File: src/rtl/clock_div_multi.sv
// clock_div_multi: multi-channel programmable 50% clock divider with tick enables
//
// Runs CHANNELS independent dividers from clk_in. Each channel has its own
// half-period register and can be reprogrammed through a single shared
// config slot. New values are applied only at the end of a full period, so
// the divided clock never glitches.
//
// Optional feature macro: CLOCK_DIV_SYNC_EN adds the sync_in port, which
// phase-aligns every channel. Without it, channels align only at reset.
//
// Parameters:
//   CHANNELS      number of divider channels (1..16)
//   CNT_W         width of the half-period value and the counters
//   DEFAULT_HALF  half-period loaded into every channel at reset
//
// Ports:
//   clk_in        input clock, rising edge
//   rst_n_in      synchronous reset, active-low
//   en_in         per-channel run enable
//   cfg_valid_in  config write request
//   cfg_ready_out config slot free; write accepted when valid && ready
//   cfg_chan_in   target channel of the config write
//   cfg_half_in   new half-period for the target channel
//   sync_in       phase-align all channels (CLOCK_DIV_SYNC_EN only)
//   clk_out       divided square outputs, period 2*half
//   tick_out      one-cycle pulse coincident with each clk_out rise
module clock_div_multi #(
    parameter int CHANNELS     = 2,
    parameter int CNT_W        = 8,
    parameter int DEFAULT_HALF = 1,
    localparam int CW          = (CHANNELS > 1) ? $clog2(CHANNELS) : 1
) (
    input  logic                clk_in,
    input  logic                rst_n_in,
    input  logic [CHANNELS-1:0] en_in,
    input  logic                cfg_valid_in,
    output logic                cfg_ready_out,
    input  logic [CW-1:0]       cfg_chan_in,
    input  logic [CNT_W-1:0]    cfg_half_in,
`ifdef CLOCK_DIV_SYNC_EN
    input  logic                sync_in,
`endif
    output logic [CHANNELS-1:0] clk_out,
    output logic [CHANNELS-1:0] tick_out
);

    localparam logic [CNT_W-1:0] ONE      = CNT_W'(1);
    localparam logic [CNT_W-1:0] HALF_RST = CNT_W'(DEFAULT_HALF);

    logic [CHANNELS-1:0][CNT_W-1:0] cnt_q, cnt_d, half_q, half_d;
    logic [CHANNELS-1:0]            clk_q, clk_d, tick_q, tick_d;
    logic [CHANNELS-1:0]            last, app;
    logic                           pend_q, pend_d;
    logic [CW-1:0]                  pchan_q, pchan_d;
    logic [CNT_W-1:0]               phalf_q, phalf_d;
    logic                           sync;

`ifdef CLOCK_DIV_SYNC_EN
    assign sync = sync_in;
`else
    assign sync = 1'b0;
`endif

    assign clk_out       = clk_q;
    assign tick_out      = tick_q;
    assign cfg_ready_out = ~pend_q;

    always_ff @(posedge clk_in) begin
        if (!rst_n_in) begin
            cnt_q   <= '0;
            half_q  <= {CHANNELS{HALF_RST}};
            clk_q   <= '0;
            tick_q  <= '0;
            pend_q  <= 1'b0;
            pchan_q <= '0;
            phalf_q <= '0;
        end else begin
            cnt_q   <= cnt_d;
            half_q  <= half_d;
            clk_q   <= clk_d;
            tick_q  <= tick_d;
            pend_q  <= pend_d;
            pchan_q <= pchan_d;
            phalf_q <= phalf_d;
        end
    end

    always_comb begin
        cnt_d   = cnt_q;
        half_d  = half_q;
        clk_d   = clk_q;
        tick_d  = '0;
        pend_d  = pend_q;
        pchan_d = pchan_q;
        phalf_d = phalf_q;
        last    = '0;
        app     = '0;
        for (int i = 0; i < CHANNELS; i++) begin
            last[i] = cnt_q[i] == half_q[i] - ONE;
            // A pending write lands at the end of the high phase (the point
            // where clk_out would fall anyway), or at once if the channel is
            // idle or a sync is in progress.
            app[i] = pend_q && int'(pchan_q) == i &&
                     (sync || !en_in[i] || half_q[i] == '0 || (last[i] && clk_q[i]));
            if (app[i]) begin
                half_d[i] = phalf_q;
                cnt_d[i]  = '0;
                clk_d[i]  = 1'b0;
            end else if (sync || half_q[i] == '0) begin
                cnt_d[i]  = '0;
                clk_d[i]  = 1'b0;
            end else if (en_in[i]) begin
                cnt_d[i]  = last[i] ? '0 : cnt_q[i] + ONE;
                clk_d[i]  = clk_q[i] ^ last[i];
                tick_d[i] = last[i] & ~clk_q[i];
            end
        end
        // Out-of-range targets are simply dropped one cycle after acceptance.
        if (pend_q && (sync || |app || int'(pchan_q) >= CHANNELS))
            pend_d = 1'b0;
        if (cfg_valid_in && !pend_q) begin
            pend_d  = 1'b1;
            pchan_d = cfg_chan_in;
            phalf_d = cfg_half_in;
        end
    end

endmodule

File: config.mk
export PLATFORM = sky130hd
export DESIGN_NAME = clock_div_multi
export DESIGN_NICKNAME = d
export VERILOG_FILES = /design/src/rtl/clock_div_multi.sv
export SDC_FILE = /design/constraint.sdc
export NUM_CORES = 1
export LEC_CHECK = 0
export BUFFER_PORTS_ARGS = -buffer_cell sky130_fd_sc_hd__buf_2
export CAP_MARGIN = 30
export CORE_ASPECT_RATIO = 1.5
export CORE_MARGIN = 4
export CORE_UTILIZATION = 23
export CTS_CLUSTER_SIZE = 16
export DETAILED_ROUTE_END_ITERATION = 10
export SYNTH_ARGS = -nofsm -noshare
export SYNTH_HDL_FRONTEND = slang
export SYNTH_SLANG_ARGS = --single-unit
File: constraint.sdc
create_clock -name clk_in -period 3.7 [get_ports clk_in]
set_clock_uncertainty 0.1 [all_clocks]
set_input_delay 0.74 -clock clk_in [delete_from_list [all_inputs] [get_ports clk_in]]
set_output_delay 0.74 -clock clk_in [all_outputs]
set_load 0.01 [all_outputs]
---- Yosys cells after proc, flatten, opt, wreduce, memory -nomap -nowiden ----
Index checks and enable logic that the tools add are counted.
storage, ports and cells
  register bits ........................... 46
  input bits .............................. 14
  logic and storage cells ................. 55
operators by class
  $add $sub $neg .......................... 4
  eq/ne operators ......................... 2
  mux-type cells .......................... 4
  bitwise logic cells ..................... 11
  reductions and logical operators ........ 23
operators with widths
  operator                                           count
  adder 8 x 1 -> 8 bit (second input constant)       2
  equality test 8 bit                                2
  logical NOT 8 bit                                  2
  2-to-1 mux 8 bit                                   2
  subtractor 8 x 1 -> 8 bit (second input constant)  2
  logical AND 1 bit                                  8
  OR reduction 4 bit                                 2
  NOT 1 bit                                          7
  OR reduction 3 bit                                 2
  logical OR 1 bit                                   4
  logical NOT 1 bit                                  3
  AND 1 bit                                          2
  2-to-1 mux 1 bit                                   2
  nonzero test 2 bit                                 1
  OR reduction 2 bit                                 1
  bitwise XOR 1 bit                                  2

---- Depth between registers and ports, before layout ----
Gate-level depths: netlist of the first run.
  depth in word-level cells ............... 9
  depth in mapped cells ................... 13
  gate-level depth less buffers ........... 12

---- Worst setup path after synthesis of the first run ----
OpenSTA, ideal clock, no wires.
  path type ............................... register -> register
  from .................................... register half_q[0] (netlist bit)
  to ...................................... register half_q[2] (netlist bit)
  arrival time ............................ 2.371 ns
  data required time ...................... 3.484 ns
  setup slack ............................. 1.113 ns
  cell stages (with the launch flop) ...... 13
  cells stage by stage .................... dfxtp_1 -> inv_1 -> ha_1 -> nor2b_1 -> or3_1 -> a31oi_1 -> o211a_1 -> ha_1 -> nor2b_1 -> a21oi_1 -> buf_2 -> mux2i_1 -> nor2b_1
between the ends
  word-level cells in the longest chain between the ends .. 5
  elaborated cells between the ends (all ways) .. 7
  classes of those cells .................. add/sub (1); eq/ne (1); reduce/logical (5)
ends and longest elaborated chain
  element                    RTL line  text
  from (decl)                50        logic [CHANNELS-1:0][CNT_W-1:0] cnt_q, cnt_d, half_q, half_d;
  from (signal assigned)     71        half_q <= {CHANNELS{HALF_RST}};
  from (signal assigned)     79        half_q <= half_d;
  subtractor 8 x 1 -> 8 bit  99        last[i] = cnt_q[i] == half_q[i] - ONE;
  equality test 8 bit        99
  logical AND 1 bit          104       (sync || !en_in[i] || half_q[i] == '0 || (last[i] && clk_q[i]));
  logical OR 1 bit *         104
  logical AND 1 bit *        103       app[i] = pend_q && int'(pchan_q) == i &&
Every way passes the cells marked *; elsewhere a longest branch is shown, timed or not.
A chain may end at the register's enable or synchronous reset.

---- Worst setup path after layout of the first run ----
  from .................................... register half_q[8] (netlist bit)
  to ...................................... register half_q[13] (netlist bit)
Same word-level chain as after synthesis.

==> reports/metrics.yaml, run 1 <==
outcome: "completed"
cts.sinks: 46
routed_wl_mm: 5.363
slowest_delay_ns: 0.44
netlist-cell-type-count: 46
ir_drop_uv: 159.9
p_leak_nw: 1.129
n_antenna_cell: 0
synth.most_common_cell: "dfxtp_1"
end_kind: "flip-flop"
tns_ns: 0
worstPathCellList: "inv_1 -> ha_1 -> and2_1 -> a211oi_1 -> o21ai_0 -> o311ai_4 -> inv_1 -> ha_1 -> nor2_1 -> a21o_1 -> mux2i_1 -> nor2b_1"
arrival_ns: 3.04
dr.first_iter.drc_count: 53
fin_nets: 325
synth_edf_count: 0
syn-instance-count: 285
htree_levels: 2
final_max_slew_viol_count: 0
post-dp-hpwl_mm: 4.218
synthTopCellsByArea: "dfxtp_1, xor2_1, mux2i_1, nand2_1, ha_1"
synth_seq_cells: 46
synth-async-reset-ratio: 0
antenna_left: 0
holdWs_ns: 0.3840
die_x_um: 93.53
post_cts_resize_count: 0
synth_top_area_frac: 0.3649
p_per_area_nw_per_um2: 394.6
setup_viol_count_final: 0
drive_gt1_frac: 0.1233
slew_headroom: 0.4788
timing.fmax_mhz: 336.8
place_congestion: 0.8351
use_met3: 0.01717
ios: 19
yosysWarnings: 0
clock_latency_ns: 0.28
grtUsageMet2: 0.1795
fillCellCount: 1151
synth_nets: 309
cts_setup_buffers: 0
drt-pass1-iter-count: 5
cts_tree: "built"
p_total_mw: 1.136
numPortBuffers: 18
maxCapViolations: 0
synth_seq_area_share: 0.3649
yosys-top-cells-count: "dfxtp_1, nand2_1, nor2_1"
die_h_um: 136.3
clockBufferDepth: 2
final-hold-violation-count: 0
worstSetupStartpointType: "flip-flop"
timing.final.crit_share: 0.8024
busiest_layer: "met2"
synth_top_cell_by_area: "dfxtp_1"
syn-cell-area_um2: 2524
viasPerCell: 4.363
grt_pass1_vias: 2060
drc: 0
clkTransAtPathRegs_ns: 0.06
hold_class: "flip-flop to flip-flop"
syn_area_per_cell_um2: 8.855
grt_max_degree: 29
area_delta_synth_final_pct: 14.13
gr-total-overflow: 0
grt_use_total: 0.09084
wl_per_cell_um: 12.08
setup.worst_path.class: "flip-flop to flip-flop"
met1_usage: 0.09205
vias: 1937
grt_pass1_wl_mm: 9.397
initial_utilization: 0.2370
clockRootBuffer: "clkbuf_16"
antenna_found_initial: 0
dieArea_um2: 12750
path_max_fanout: 9
cp.required_ns: 3.77
worstMarginPinSlew_ns: 0.7802
synth_ff_type: "dfxtp_1"
rows: 46
min_period_ns: 2.969
grt_setup_unrepaired: "no"
numCtsBuffers: 5
core-area_um2: 10650
critical_path.slowest_cell: "dfxtp_1"
cts_hold_buf: 0
-- flip-flops by register name, summed over array words and instances (netlist names) --
name,cells
phalf_q,8
pend_q,1
half_q,16
pchan_q,1
cnt_q,16
tick_out,2
clk_out,2
-- stage by stage --
step / instance area (um^2) / worst slack (ns) / cells / util
3_5_place_dp: 2741 / 0.7559 / 438 / 0.2575
3_3_place_gp: 2741 / 0.8107 / 438 / 0.2575
6_report: 2880 / 0.7310 / 444 / 0.2705
4_1_cts: 2880 / 0.7376 / 444 / 0.2705
5_1_grt: 2880 / 0.4881 / 444 / 0.2705
2_1_floorplan: 2524 / 1.113 / 285 / -
-- routing by layer --
metal / share of wire / vias up
met5: 0 / -
met1: 0.39 / 893
li1: - / 1001
met3: 0.027 / 14
met2: 0.56 / 29
met4: 0.025 / 0
-- cells by family (layout without fill, tap and decap cells) --
group,Yosys count,count (layout),share of synthesized area
AOI/OAI and AO/OA,41,41,0.1269
xor gates and xnor gates,26,26,0.09023
adders and majority gates,10,10,0.04958
buffers and inverters,21,36,0.04164
DFF,46,46,0.3649
muxes,14,14,0.05553
and+or+nand+nor,127,127,0.2712
-- worst max-delay path: cells and delay by family, from the launching register on --
| kind | cells | cell delay, ns |
|---|---|---|
| buffers and inverters | 2 | 0.22 |
| AO/OA/AOI/OAI | 4 | 1.01 |
| multiplexers | 1 | 0.24 |
| AND/OR/NAND/NOR | 3 | 0.39 |
| flip-flops | 1 | 0.44 |
| adder cells (fa/ha/maj) | 2 | 0.45 |
-- cells in the final DEF, fill, tap and decap left out, types with 2 or more instances in the layout --
cell,n
dfxtp_1,46
nand2_1,37
nor2_1,24
nor2b_1,20
xor2_1,18
buf_2,18
mux2i_1,14
inv_1,10
ha_1,10
a21boi_0,9
xnor2_1,8
a21oi_1,8
nand3_1,6
nand4_1,6
nand3b_1,5
nand2b_1,5
clkbuf_16,5
nor3_1,4
a21o_1,4
o211ai_1,4
or3_1,3
nor4_2,3
a211oi_1,3
o21ai_0,3
a31oi_1,3
nor3b_1,2
and3_1,2
buf_4,2
-- worst paths after layout --
check                                             from                      end  slack [ns]  depth (start not counted)
worst max-delay path            half_q[8]$_SDFFE_PN1P_  half_q[13]$_SDFFE_PN0P_        0.73                         12
worst min-delay path              pchan_q$_SDFFE_PN0P_     pchan_q$_SDFFE_PN0P_        0.38                          2
worst max register to register  half_q[8]$_SDFFE_PN1P_  half_q[13]$_SDFFE_PN0P_        0.73                         12
worst min register to register    pchan_q$_SDFFE_PN0P_     pchan_q$_SDFFE_PN0P_        0.38                          2
-- report_power, final --
| group | internal, mW | switching [mW] |
|---|---|---|
| clock network | 0.261 | 0.176 |
| logic | 0.0742 | 0.0887 |
| registers | 0.515 | 0.0218 |
| total | 0.850 | 0.286 |
-- layout make-up --
cell class | instances | area (um^2) | share of cell area
inverter | 10 | 37.54 | 0.01303
clock buffer | 6 | 138.9 | 0.04822
multi-input combinational | 218 | 1498 | 0.5200
sequential | 46 | 920.9 | 0.3197
tap | 144 | 180.2 | 0.06255
timing repair buffer | 20 | 105.1 | 0.03649
(Power assumes the default switching activity.)
==> inputs of run 2 (changes only) <==
==> constraint.sdc (replaced) <==
create_clock -name clk_in -period 3.11 [get_ports clk_in]
set_clock_uncertainty 0.1 [all_clocks]
set_input_delay 0.622 -clock clk_in [delete_from_list [all_inputs] [get_ports clk_in]]
set_output_delay 0.622 -clock clk_in [all_outputs]
set_load 0.01 [all_outputs]
==> run 2 against run 1 <==
Total power rose by 19%. Highest routed layer unchanged. Cell count grew 0.45%. Fmax is 5.9% higher. Worst hold slack got worse by 0.0023 ns. Register-to-register slack lost 0.42 ns. Sequential share of layout area decreased by 0.17 points.
==> reports/metrics.yaml, run 2 (synthesis gave the netlist of run 1 again) <==
outcome: "completed"
drive_gt1_frac: 0.1291
worstMarginPinSlew_ns: 0.7287
slew_headroom: 0.5132
r2r-end: "half_q[8]$_SDFFE_PN1P_"
p_leak_nw: 1.138
grt_max_degree: 29
n_antenna_cell: 0
worstSetupStartpointType: "flip-flop"
drc: 0
dr.first_iter.drc_count: 70
rows: 46
cts_tree: "built"
die_h_um: 136.3
post-dp-hpwl_mm: 4.245
numCtsBuffers: 5
setup_viol_count_final: 0
largest_registers: "cnt_q (16), half_q (16), phalf_q (8)"
path_max_fanout: 9
clockBufferDepth: 2
post_cts_resize_count: 0
initial_utilization: 0.2370
end_kind: "flip-flop"
clkTransAtPathRegs_ns: 0.06
place_area_um2: 2756
gr-total-overflow: 0
ios: 19
setup.worst_path.class: "flip-flop to flip-flop"
clock_latency_ns: 0.28
cts.sinks: 46
r2r_setup_slack_ns: 0.31
final_area_um2: 2895
core-area_um2: 10650
wl_per_cell_um: 12.29
die_x_um: 93.53
cp.required_ns: 3.16
tns_ns: 0
fin_nets: 327
maxCapViolations: 0
drt-pass1-iter-count: 4
grt_pass1_wl_mm: 9.170
timing.final.crit_share: 0.9011
worstReg2RegStart: "half_q[8]$_SDFFE_PN1P_"
clockRootBuffer: "clkbuf_16"
grt_pass1_vias: 1963
layout_common_cells: "dfxtp_1, nand2_1, nor2_1, nor2b_1"
place_congestion: 0.8144
grt_use_total: 0.09039
rr_worst_depth: 13
hold_class: "flip-flop to flip-flop"
final-hold-violation-count: 0
final_max_slew_viol_count: 0
vias: 1913
p_per_area_nw_per_um2: 468.4
grt_setup_unrepaired: "no"
crit_start: "half_q[8]$_SDFFE_PN1P_"
htree_levels: 2
holdWs_ns: 0.3817
p_total_mw: 1.356
layout_commonest_cell: "dfxtp_1"
cts_hold_buf: 0
min_period_ns: 2.802
antenna_found_initial: 0
timing.fmax_mhz: 356.9
ir_drop_uv: 240.7
endpoint: "half_q[8]$_SDFFE_PN1P_"
antenna_left: 0
arrival_ns: 2.85
viasPerCell: 4.289
numPortBuffers: 18
cts_setup_buffers: 0
area_delta_synth_final_pct: 14.72
routed_wl_mm: 5.483
dieArea_um2: 12750
## run 2: metal layers
| layer | part of all wire | GRT usage |
|---|---|---|
| met1 | 0.41 | 0.09479 |
| met2 | 0.54 | 0.1715 |
| met3 | 0.022 | 0.01661 |
| met4 | 0.031 | 0.03993 |
| met5 | 0 | 0 |
## run 2: critical path, cell delays in order, from the launching register on
cell and delay [ns]:
dfxtp_1 0.45, inv_1 0.10, ha_1 0.26, and2_1 0.19, a211oi_1 0.23, o21ai_0 0.20, o311ai_4 0.14, inv_1 0.13
ha_1 0.20, nor2_1 0.12, a21o_1 0.13, buf_4 0.19, mux2i_1 0.20, nand2_1 0.06
## run 2: area by class of cell
| type | instances | area [um^2] |
|---|---|---|
| fill | 1139 | 7752 |
| multi-input combinational | 218 | 1498 |
| sequential | 46 | 920.9 |
| tap | 144 | 180.2 |
| clock buffer | 6 | 138.9 |
| timing repair buffer | 22 | 120.1 |
| inverter | 10 | 37.54 |
## run 2: power by group
| group | total, mW | internal (mW) | switching [mW] |
|---|---|---|---|
| registers | 0.639 | 0.613 | 0.0258 |
| logic | 0.198 | 0.0896 | 0.109 |
| clock network | 0.519 | 0.311 | 0.209 |
## run 2: through the flow
stage / util / instances / worst slack [ns]
floorplan: - / 285 / 0.5231
global placement: 0.2589 / 440 / 0.3390
detailed placement: 0.2589 / 440 / 0.3081
CTS: 0.2719 / 446 / 0.2968
global route: 0.2719 / 446 / 0.08765
finish: 0.2719 / 446 / 0.3077
## run 2: worst min path at each step
stage	from	end	slack (ns)	cells past startpoint
after floorplan	pchan_q$_SDFFE_PN0P_	pchan_q$_SDFFE_PN0P_	0.35	2
after global placement	pchan_q$_SDFFE_PN0P_	pchan_q$_SDFFE_PN0P_	0.38	2
after detailed placement	pchan_q$_SDFFE_PN0P_	pchan_q$_SDFFE_PN0P_	0.37	2
after CTS	pchan_q$_SDFFE_PN0P_	pchan_q$_SDFFE_PN0P_	0.38	2
after global routing	pchan_q$_SDFFE_PN0P_	pchan_q$_SDFFE_PN0P_	0.41	2
final	pchan_q$_SDFFE_PN0P_	pchan_q$_SDFFE_PN0P_	0.38	2
